==> config.mk <==
export PLATFORM = sky130hd
export DESIGN_NAME = seq_alu_flat
export DESIGN_NICKNAME = d
export VERILOG_FILES = /design/src/rtl/seq_alu_pkg.sv /design/src/rtl/seq_alu_if.sv /design/src/rtl/seq_alu_divider.sv /design/src/rtl/seq_alu.sv /design/src/flat_wrapper.sv
export SDC_FILE = /design/constraint.sdc
export NUM_CORES = 1
export LEC_CHECK = 0
export ABC_AREA = 1
export CAP_MARGIN = 20
export CORE_ASPECT_RATIO = 1.75
export CORE_MARGIN = 8
export CORE_UTILIZATION = 55
export DETAILED_ROUTE_END_ITERATION = 8
export GPL_TIMING_DRIVEN = 0
export PLACE_DENSITY = 0.76
export SYNTH_ARGS = -nofsm -noshare
export SYNTH_HDL_FRONTEND = slang
export SYNTH_SLANG_ARGS = --single-unit
==> constraint.sdc <==
create_clock -name clock -period 2.3 [get_ports clock]
set_input_delay 0.345 -clock clock [delete_from_list [all_inputs] [get_ports clock]]
set_output_delay 0.345 -clock clock [all_outputs]
set_load 0.005 [all_outputs]
==> src/rtl/seq_alu_pkg.sv <==
// alu_pkg: op-code constants and controller state encoding shared by seq_alu.
// Revision 1.0 - initial release.
`default_nettype none

package alu_pkg;

   localparam logic [2:0] ALU_ADD  = 3'd0;
   localparam logic [2:0] ALU_SUB  = 3'd1;
   localparam logic [2:0] ALU_MUL  = 3'd2;
   localparam logic [2:0] ALU_DIV  = 3'd3;
   localparam logic [2:0] ALU_PASS = 3'd4;

   typedef enum logic [0:0] {
      IDLE = 1'b0,
      DIV  = 1'b1
   } state_e;

endpackage

`default_nettype wire

==> src/rtl/seq_alu_if.sv <==
// seq_alu_if: operation-in / result-out valid-ready bundle for seq_alu.
// Revision 1.0 - initial release.
`default_nettype none

interface seq_alu_if #(
   parameter int WIDTH = 16
);
   logic             in_valid;
   logic             in_ready;
   logic [WIDTH-1:0] in1;
   logic [WIDTH-1:0] in2;
   logic [2:0]       alu_op;
   logic             out_valid;
   logic             out_ready;
   logic [WIDTH-1:0] alu_out;
   logic             z;
   logic             c;
   logic             err;

   modport master (
      output in_valid, in1, in2, alu_op, out_ready,
      input  in_ready, out_valid, alu_out, z, c, err
   );

   modport slave (
      input  in_valid, in1, in2, alu_op, out_ready,
      output in_ready, out_valid, alu_out, z, c, err
   );
endinterface

`default_nettype wire

==> src/rtl/seq_alu_divider.sv <==
// seq_divider: restoring shift-subtract unsigned divider, one quotient bit per cycle.
// Revision 1.0 - initial release. Only instantiated when SEQ_ALU_DIV_EN is defined.
`default_nettype none

module seq_divider #(
   parameter int WIDTH = 16
) (
   input  wire logic             clock,
   input  wire logic             reset,
   input  wire logic             start_i,
   input  wire logic [WIDTH-1:0] dividend_i,
   input  wire logic [WIDTH-1:0] divisor_i,
   output logic                  busy_o,
   output logic                  done_o,
   output logic [WIDTH-1:0]      quotient_o
);
   localparam int CW = $clog2(WIDTH + 1);

   logic             busy_q, busy_d;
   logic [CW-1:0]    cnt_q, cnt_d;
   logic [WIDTH-1:0] rem_q, rem_d;
   logic [WIDTH-1:0] quot_q, quot_d;
   logic [WIDTH-1:0] dvs_q, dvs_d;
   logic [WIDTH:0]   shifted;
   logic [WIDTH:0]   trial;

   // Partial remainder picks up the next dividend bit from the top of the quotient shifter.
   assign shifted = {rem_q, quot_q[WIDTH-1]};
   assign trial   = shifted - {1'b0, dvs_q};

   always_comb begin
      busy_d = busy_q;
      cnt_d  = cnt_q;
      rem_d  = rem_q;
      quot_d = quot_q;
      dvs_d  = dvs_q;
      if (start_i) begin
         busy_d = 1'b1;
         cnt_d  = CW'(WIDTH);
         rem_d  = '0;
         quot_d = dividend_i;
         dvs_d  = divisor_i;
      end else if (busy_q) begin
         if (cnt_q == '0) begin
            busy_d = 1'b0;
         end else begin
            cnt_d = cnt_q - CW'(1);
            if (!trial[WIDTH]) begin
               rem_d  = trial[WIDTH-1:0];
               quot_d = {quot_q[WIDTH-2:0], 1'b1};
            end else begin
               rem_d  = shifted[WIDTH-1:0];
               quot_d = {quot_q[WIDTH-2:0], 1'b0};
            end
         end
      end
   end

   always_ff @(posedge clock or posedge reset) begin
      if (reset) begin
         busy_q <= 1'b0;
         cnt_q  <= '0;
         rem_q  <= '0;
         quot_q <= '0;
         dvs_q  <= '0;
      end else begin
         busy_q <= busy_d;
         cnt_q  <= cnt_d;
         rem_q  <= rem_d;
         quot_q <= quot_d;
         dvs_q  <= dvs_d;
      end
   end

   assign busy_o     = busy_q;
   assign done_o     = busy_q && (cnt_q == '0);
   assign quotient_o = quot_q;

endmodule

`default_nettype wire

==> src/rtl/seq_alu.sv <==
// seq_alu: handshaked WIDTH-bit ALU (add/sub/mul/div/pass) with registered result and flags.
// Revision 1.0 - initial release. Define SEQ_ALU_DIV_EN to build the iterative divider.
`default_nettype none

module seq_alu
   import alu_pkg::*;
#(
   parameter int WIDTH = 16
) (
   input  wire logic clock,
   input  wire logic reset,
   seq_alu_if.slave  bus
);
   state_e           state_q, state_d;
   logic             out_valid_q, out_valid_d;
   logic [WIDTH-1:0] result_q, result_d;
   logic             z_q, z_d;
   logic             c_q, c_d;
   logic             err_q, err_d;

   logic             accept;
   logic             div_go;
   logic [WIDTH:0]   sum;
   logic [WIDTH-1:0] calc_res;
   logic             calc_c;
   logic             calc_err;

   assign bus.in_ready = !reset && (state_q == IDLE) && (!out_valid_q || bus.out_ready);
   assign accept       = bus.in_valid && bus.in_ready;
   assign sum          = {1'b0, bus.in1} + {1'b0, bus.in2};

   always_comb begin
      calc_res = sum[WIDTH-1:0];
      calc_c   = sum[WIDTH];
      calc_err = 1'b0;
      case (bus.alu_op)
         ALU_SUB: begin
            calc_res = bus.in2 - bus.in1;
            calc_c   = bus.in1 > bus.in2;
         end
         ALU_MUL: begin
            calc_res = bus.in1 * bus.in2;
            calc_c   = 1'b0;
         end
         ALU_DIV: begin
            // Divide-by-zero and divider-absent both resolve here in one cycle.
            calc_res = '1;
            calc_c   = 1'b0;
            calc_err = 1'b1;
         end
         ALU_PASS: begin
            calc_res = bus.in2;
            calc_c   = 1'b0;
         end
         default: ;
      endcase
   end

`ifdef SEQ_ALU_DIV_EN
   logic             div_busy;
   logic             div_done;
   logic [WIDTH-1:0] div_quot;

   assign div_go = (bus.alu_op == ALU_DIV) && (bus.in2 != '0);

   seq_divider #(.WIDTH(WIDTH)) u_div (
      .clock      (clock),
      .reset      (reset),
      .start_i    (accept && div_go),
      .dividend_i (bus.in1),
      .divisor_i  (bus.in2),
      .busy_o     (div_busy),
      .done_o     (div_done),
      .quotient_o (div_quot)
   );
`else
   assign div_go = 1'b0;
`endif

   always_comb begin
      state_d     = state_q;
      out_valid_d = out_valid_q;
      result_d    = result_q;
      z_d         = z_q;
      c_d         = c_q;
      err_d       = err_q;
      if (out_valid_q && bus.out_ready) begin
         out_valid_d = 1'b0;
      end
      case (state_q)
         IDLE: begin
            if (accept) begin
               if (div_go) begin
                  state_d = DIV;
               end else begin
                  out_valid_d = 1'b1;
                  result_d    = calc_res;
                  z_d         = (calc_res == '0);
                  c_d         = calc_c;
                  err_d       = calc_err;
               end
            end
         end
         DIV: begin
`ifdef SEQ_ALU_DIV_EN
            if (div_done) begin
               state_d     = IDLE;
               out_valid_d = 1'b1;
               result_d    = div_quot;
               z_d         = (div_quot == '0);
               c_d         = 1'b0;
               err_d       = 1'b0;
            end else if (!div_busy) begin
               state_d = IDLE;
            end
`else
            state_d = IDLE;
`endif
         end
      endcase
   end

   always_ff @(posedge clock or posedge reset) begin
      if (reset) begin
         state_q     <= IDLE;
         out_valid_q <= 1'b0;
         result_q    <= '0;
         z_q         <= 1'b0;
         c_q         <= 1'b0;
         err_q       <= 1'b0;
      end else begin
         state_q     <= state_d;
         out_valid_q <= out_valid_d;
         result_q    <= result_d;
         z_q         <= z_d;
         c_q         <= c_d;
         err_q       <= err_d;
      end
   end

   assign bus.out_valid = out_valid_q;
   assign bus.alu_out   = result_q;
   assign bus.z         = z_q;
   assign bus.c         = c_q;
   assign bus.err       = err_q;

endmodule

`default_nettype wire
==> src/flat_wrapper.sv <==
// flat-port wrapper written by rule: the top's interface ports become plain ports
module seq_alu_flat import alu_pkg::*;
#(
   parameter int WIDTH = 16
)
  (clock, reset, bus_in_valid, bus_in1, bus_in2, bus_alu_op, bus_out_ready, bus_in_ready, bus_out_valid, bus_alu_out, bus_z, bus_c, bus_err);
  seq_alu_if #(.WIDTH(WIDTH)) bus_i ();
  input  wire logic clock;
  input  wire logic reset;
  input wire logic [$bits(bus_i.in_valid)-1:0] bus_in_valid;
  input wire logic [$bits(bus_i.in1)-1:0] bus_in1;
  input wire logic [$bits(bus_i.in2)-1:0] bus_in2;
  input wire logic [$bits(bus_i.alu_op)-1:0] bus_alu_op;
  input wire logic [$bits(bus_i.out_ready)-1:0] bus_out_ready;
  output wire logic [$bits(bus_i.in_ready)-1:0] bus_in_ready;
  output wire logic [$bits(bus_i.out_valid)-1:0] bus_out_valid;
  output wire logic [$bits(bus_i.alu_out)-1:0] bus_alu_out;
  output wire logic [$bits(bus_i.z)-1:0] bus_z;
  output wire logic [$bits(bus_i.c)-1:0] bus_c;
  output wire logic [$bits(bus_i.err)-1:0] bus_err;
  assign bus_i.in_valid = bus_in_valid;
  assign bus_i.in1 = bus_in1;
  assign bus_i.in2 = bus_in2;
  assign bus_i.alu_op = bus_alu_op;
  assign bus_i.out_ready = bus_out_ready;
  assign bus_in_ready = bus_i.in_ready;
  assign bus_out_valid = bus_i.out_valid;
  assign bus_alu_out = bus_i.alu_out;
  assign bus_z = bus_i.z;
  assign bus_c = bus_i.c;
  assign bus_err = bus_i.err;
  seq_alu #(.WIDTH(WIDTH)) u_core (.clock(clock), .reset(reset), .bus(bus_i));
endmodule
# ---- After elaboration in Yosys (flattened, before gate mapping)
# Index checks and enable logic that the tools add are counted.
dict set report word_totals {
  wordCells 27
  out_inout_bits 21
  ff_bits 20
  in_bits 39
}
dict set report classes {
  reduce_logical 9
  mux 5
  addsub 2
  magnitude_cmp 1
  eq_ne 4
  n_mul 1
}
# cell n
set ops {}
lappend ops {{16-bit case mux with 4 select lines} 1}
lappend ops {{16-bit by 16-bit adder with 17-bit output} 1}
lappend ops {{16-bit > comparator} 1}
lappend ops {{16-bit logical NOT} 1}
lappend ops {{16-bit by 16-bit multiplier with 16-bit output} 1}
lappend ops {{16-bit subtractor} 1}
lappend ops {{3-bit by 2-bit == test with 1-bit output, second input constant} 2}
lappend ops {{3-bit by 1-bit == test with 1-bit output, second input constant} 1}
lappend ops {{3-bit == test, second input constant} 1}
lappend ops {{1-bit logical AND} 3}
lappend ops {{1-bit 2-to-1 mux} 3}
lappend ops {{3-bit OR reduction} 1}
lappend ops {{1-bit logical NOT} 2}
lappend ops {{1-bit case mux with 2 select lines} 1}
lappend ops {{2-bit nonzero test} 1}
lappend ops {{1-bit logical OR} 1}

# ---- Longest topological paths before layout
dict set report depth {
  ltp_word 5
  mapped_depth 31
  ltp_nobuf 29
}

# ---- Least setup slack after synthesis
# No wires, ideal clock.
dict set report synth_path {
  path_kind {input port to flip-flop}
  startpoint {input port bus_in2[1]}
  endpoint {register u_core.z_q (netlist: u_core.bus.z)}
  path_buffers 2
  t_arrival_ns 5.276
  setup_time_ns 0.116
  setup_slack_ns -3.092
  stages 27
  cell_sequence {clkbuf_2 -> clkbuf_1 -> nand2_1 -> fa_1 -> fa_1 -> fa_1 -> fa_1 -> inv_1 -> fa_1 -> inv_1 -> fa_1 -> inv_1 -> ha_1 -> nand2_1 -> inv_1 -> a21oi_1 -> nand3_1 -> nand2_1 -> nand2_1 -> a21oi_1 -> inv_1 -> nand2_1 -> nand3_1 -> nand3_1 -> nand2_1 -> nand2_1 -> nand2_1}
}
dict set report synth_via {
  elab_chain_len 3
  word_cells_on_any_way 5
  cone_classes {2 x add/sub; 1 x mul; 1 x mux; 1 x reduce/logical}
}
# item line_no
set synth_rtl {}
lappend synth_rtl {{start: declaration} flat_wrapper.sv:12} ;# input wire logic [$bits(bus_i.in2)-1:0] bus_in2;
lappend synth_rtl {{16-bit by 16-bit multiplier with 16-bit output, or another cell as far along} seq_alu.sv:42} ;# calc_res = bus.in1 * bus.in2;
lappend synth_rtl {{16-bit case mux with 4 select lines *} seq_alu.sv:36} ;# case (bus.alu_op)
lappend synth_rtl {{16-bit logical NOT *} seq_alu.sv:98} ;# z_d = (calc_res == '0);
lappend synth_rtl {{end signal: assignment} seq_alu.sv:135} ;# z_q <= z_d;
lappend synth_rtl {{end: declaration} seq_alu.sv:17} ;# logic z_q, z_d;
# Mark *: on every way between the ends. The rest lies on a longest branch, timed or not.
# A chain may end at the register's enable or synchronous reset.

# ---- Final worst setup path
# Ends and elaborated chain as after synthesis.

==> impl_metrics.py <==
metrics = {
    "run_status": {
        "outcome": "finished with violations",
        "violations": "negative setup slack",
    },
    "global_routing": {
        "grt_max_degree": 21,
        "grt_pass1_wl_um": 43100,
        "use_met3_pct": 4.58,
        "grt_usage_pct": 31.1,
        "gr-total-overflow": 0,
        "grt_pass1_vias": 8623,
        "antenna_found_initial": 0,
        "top_usage_layer": "met2",
        "met2_usage_pct": 57.1,
        "grtUsageMet1_pct": 29.5,
    },
    "setup_path": {
        "regToRegStartpoint": "u_core.bus.out_valid",
        "end_kind": "register",
        "path_class": "primary input to register",
        "required_ns": 2.45,
        "start_kind": "primary input",
        "r2r_slack_ns": 0.25,
        "reg2reg_depth": 15,
        "startpoint": "bus_in2[1]",
        "worstPathMaxFanout": 6,
        "arrival_ns": 5.56,
        "reg2reg_to": "u_core.bus.z",
    },
    "place": {
        "port_buffers": 58,
        "gp_congestion": 1.01,
        "hpwl_um": 20200,
    },
    "drt": {
        "detail-route-antenna-nets": 0,
        "post_drt_wl_per_cell_um": 18.8,
        "vias_per_cell": 5.53,
        "via_count": 8287,
        "drtPass1Iterations": 5,
        "drc": 0,
        "totalWireLength_um": 28200,
        "drtIter0Drc": 418,
    },
    "cells_and_area": {
        "layout_common_cells": "332 x nand2_1, 256 x inv_1, 88 x nand3_1, 76 x fa_1, 56 x ha_1",
        "layout_commonest_cell": "nand2_1",
        "drive_gt1_share_pct": 22.7,
        "final_nets": 1528,
        "syn_to_final_growth_pct": 33.4,
        "final_util_pct": 74.7,
        "antenna_cells": 0,
    },
    "die": {
        "die_h_um": 170,
        "start_util_pct": 56.0,
        "io-pin-count": 60,
        "rows": 56,
        "die_width_um": 104,
        "die_area_um2": 17800,
        "coreArea_um2": 13400,
    },
    "synth": {
        "synth-seq-area-share_pct": 6.68,
        "synth-seq-cells": 20,
        "synth-edff-count": 0,
        "synth.avg_cell_area_um2": 6.25,
        "synthArstFlopShare_pct": 100,
        "syn-cell-area_um2": 7490,
        "synth-main-ff-cell": "dfrtp_1",
        "syn-instance-count": 1198,
        "synth_nets": 1400,
        "synth_warnings": 0,
        "ys_types": 43,
    },
    "min_path": {
        "hold_start": "u_core.bus.alu_out[11]",
        "whs_endpoint": "u_core.bus.alu_out[11]",
        "hold_depth": 2,
        "worstHoldPathType": "register to register",
    },
    "cts": {
        "cts_hold_buffers": 0,
        "cts_root_buf": "clkbuf_16",
        "cts_tree": "built",
        "htree_levels": 1,
        "clkTransAtPathRegs_ns": 0.05,
        "clock-sinks": 20,
        "clock_path_buffers": 2,
        "numCtsBuffers": 3,
        "clkLatencyLatePin_ns": 0.26,
    },
    "power_and_ir_drop": {
        "finalPower_uw": 11000,
        "power_density_nw_per_um2": 1100,
        "vdd_ir_drop_max_v": 0.00104,
        "leakage_uw": 0.00568,
    },
    "timing": {
        "max_freq_mhz": 185,
        "hold_viol": 0,
        "finalCritPeriodShare_pct": 235,
        "maxSlewViolCount": 0,
        "max_slew_margin_pct": 49.0,
        "fin_crit_ns": 5.41,
        "setup_ws_ns": -3.11,
        "finClkSkew_ns": 0.00109,
        "tightestPinTransition_ns": 0.764,
        "rsz0062_at_grt": "yes",
        "setup_viol_count_final": 15,
    },
    "job": {
        "maxCapViolCount": 0,
    },
}
[per-stage QoR]
step / instances / worst slack (ns) / cell area (µm²) / TNS [ns] / hold WS, ns
global placement: 1430 / -4.49 / 8630 / -50.51 / 0.465
global route: 1499 / -3.27 / 9990 / -34.24 / 0.493
finish: 1499 / -3.11 / 9990 / -32.22 / 0.481
CTS: 1492 / -3.11 / 9670 / -32.31 / 0.483
floorplan: 1198 / -2.69 / 7830 / -26.67 / 0.309
detailed placement: 1430 / -4.49 / 8630 / -50.86 / 0.471
[layout make-up]
class / instances / area, µm²
Fill cell: 1068 / 3390
Sequential cell: 20 / 500
Buffer: 41 / 488
Multi-Input combinational cell: 833 / 6360
Clock inverter: 1 / 30.0
Timing Repair Buffer: 124 / 1170
Tap cell: 174 / 218
Clock buffer: 3 / 75.1
Inverter: 303 / 1150
[Yosys cell counts, types with 3 or more instances]
cell type	number	area [µm²]
nand3b_1	4	30.0
a31oi_1	3	18.8
buf_4	3	22.5
a21oi_2	4	35.0
a21oi_1	42	210
nand2_2	4	25.0
inv_2	6	22.5
buf_2	18	90.1
nor2_1	53	199
nand3_1	102	510
xor2_1	6	52.6
ha_1	81	1010
o21ai_0	33	165
clkbuf_1	17	63.8
o21ai_1	3	15.0
nor3_1	6	30.0
clkbuf_2	3	15.0
nand4_1	20	125
o21bai_1	5	37.5
inv_1	294	1100
nand2_1	364	1370
fa_1	82	1640
dfrtp_1	20	500
[worst max-delay path, cell delays in order]
cell and delay, ns:
buf_12 0.11, buf_8 0.13, clkbuf_16 0.14, buf_8 0.13
nand2_2 0.07, fa_1 0.43, fa_1 0.54, fa_2 0.44
fa_1 0.54, inv_2 0.04, fa_1 0.52, inv_1 0.06
fa_1 0.52, inv_2 0.06, ha_4 0.25, nand2_1 0.10
a21oi_1 0.10, a211oi_2 0.24, o311ai_2 0.17, buf_4 0.16
nand2_1 0.06, nand2_2 0.08, nand4_1 0.13, nor2_1 0.06
nand2_1 0.06, nand2_1 0.05
[kinds of logic (layout without fill, tap and decap cells)]
logic type	Yosys count	count (layout)	share of synthesized area [%]
flip-flops	20	20	6.68
buffers and inverters	345	472	17.9
XOR/XNOR	8	8	0.935
AND/OR/NAND/NOR	561	561	31.4
AO/OA/AOI/OAI	101	101	7.67
adder cells (fa/ha/maj)	163	163	35.4
[repair_timing]
| item | CTS | global route |
|---|---|---|
| gates resized for setup | 221 | 105 |
| pin swaps | 76 | 64 |
| endpoints found under the setup margin | 17 | 16 |
| setup buffers | 58 | 10 |
[worst max path at each step]
stage,to,slack (ns)
floorplan,u_core.bus.z,-2.69
CTS,u_core.bus.z,-3.11
detailed placement,u_core.bus.z,-4.49
finish,u_core.bus.z,-3.11
global route,u_core.bus.z,-3.27
global placement,u_core.bus.z,-4.49
[report_power, final]
group / switching (µW) / internal [µW] / total, µW
logic: 5590 / 4430 / 10000
registers: 46.8 / 438 / 485
clock network: 130 / 345 / 475
total: 5770 / 5210 / 11000
[flip-flops by register name, summed over array words and instances (netlist names)]
| register | cells |
|---|---|
| u_core.bus.alu_out | 16 |
| u_core.bus.c | 1 |
| u_core.bus.err | 1 |
| u_core.bus.out_valid | 1 |
| u_core.bus.z | 1 |
[routing by layer]
| layer | part of all wire, % | vias up | wire length [µm] |
|---|---|---|---|
| met3 | 7.3 | 159 | 2060 |
| li1 | - | 3863 | - |
| met1 | 32 | 3880 | 9060 |
| met4 | 9.7 | 0 | 2740 |
| met5 | 0 | - | 0 |
| met2 | 51 | 385 | 14400 |
No activity file was read; power rests on OpenSTA's default activity.
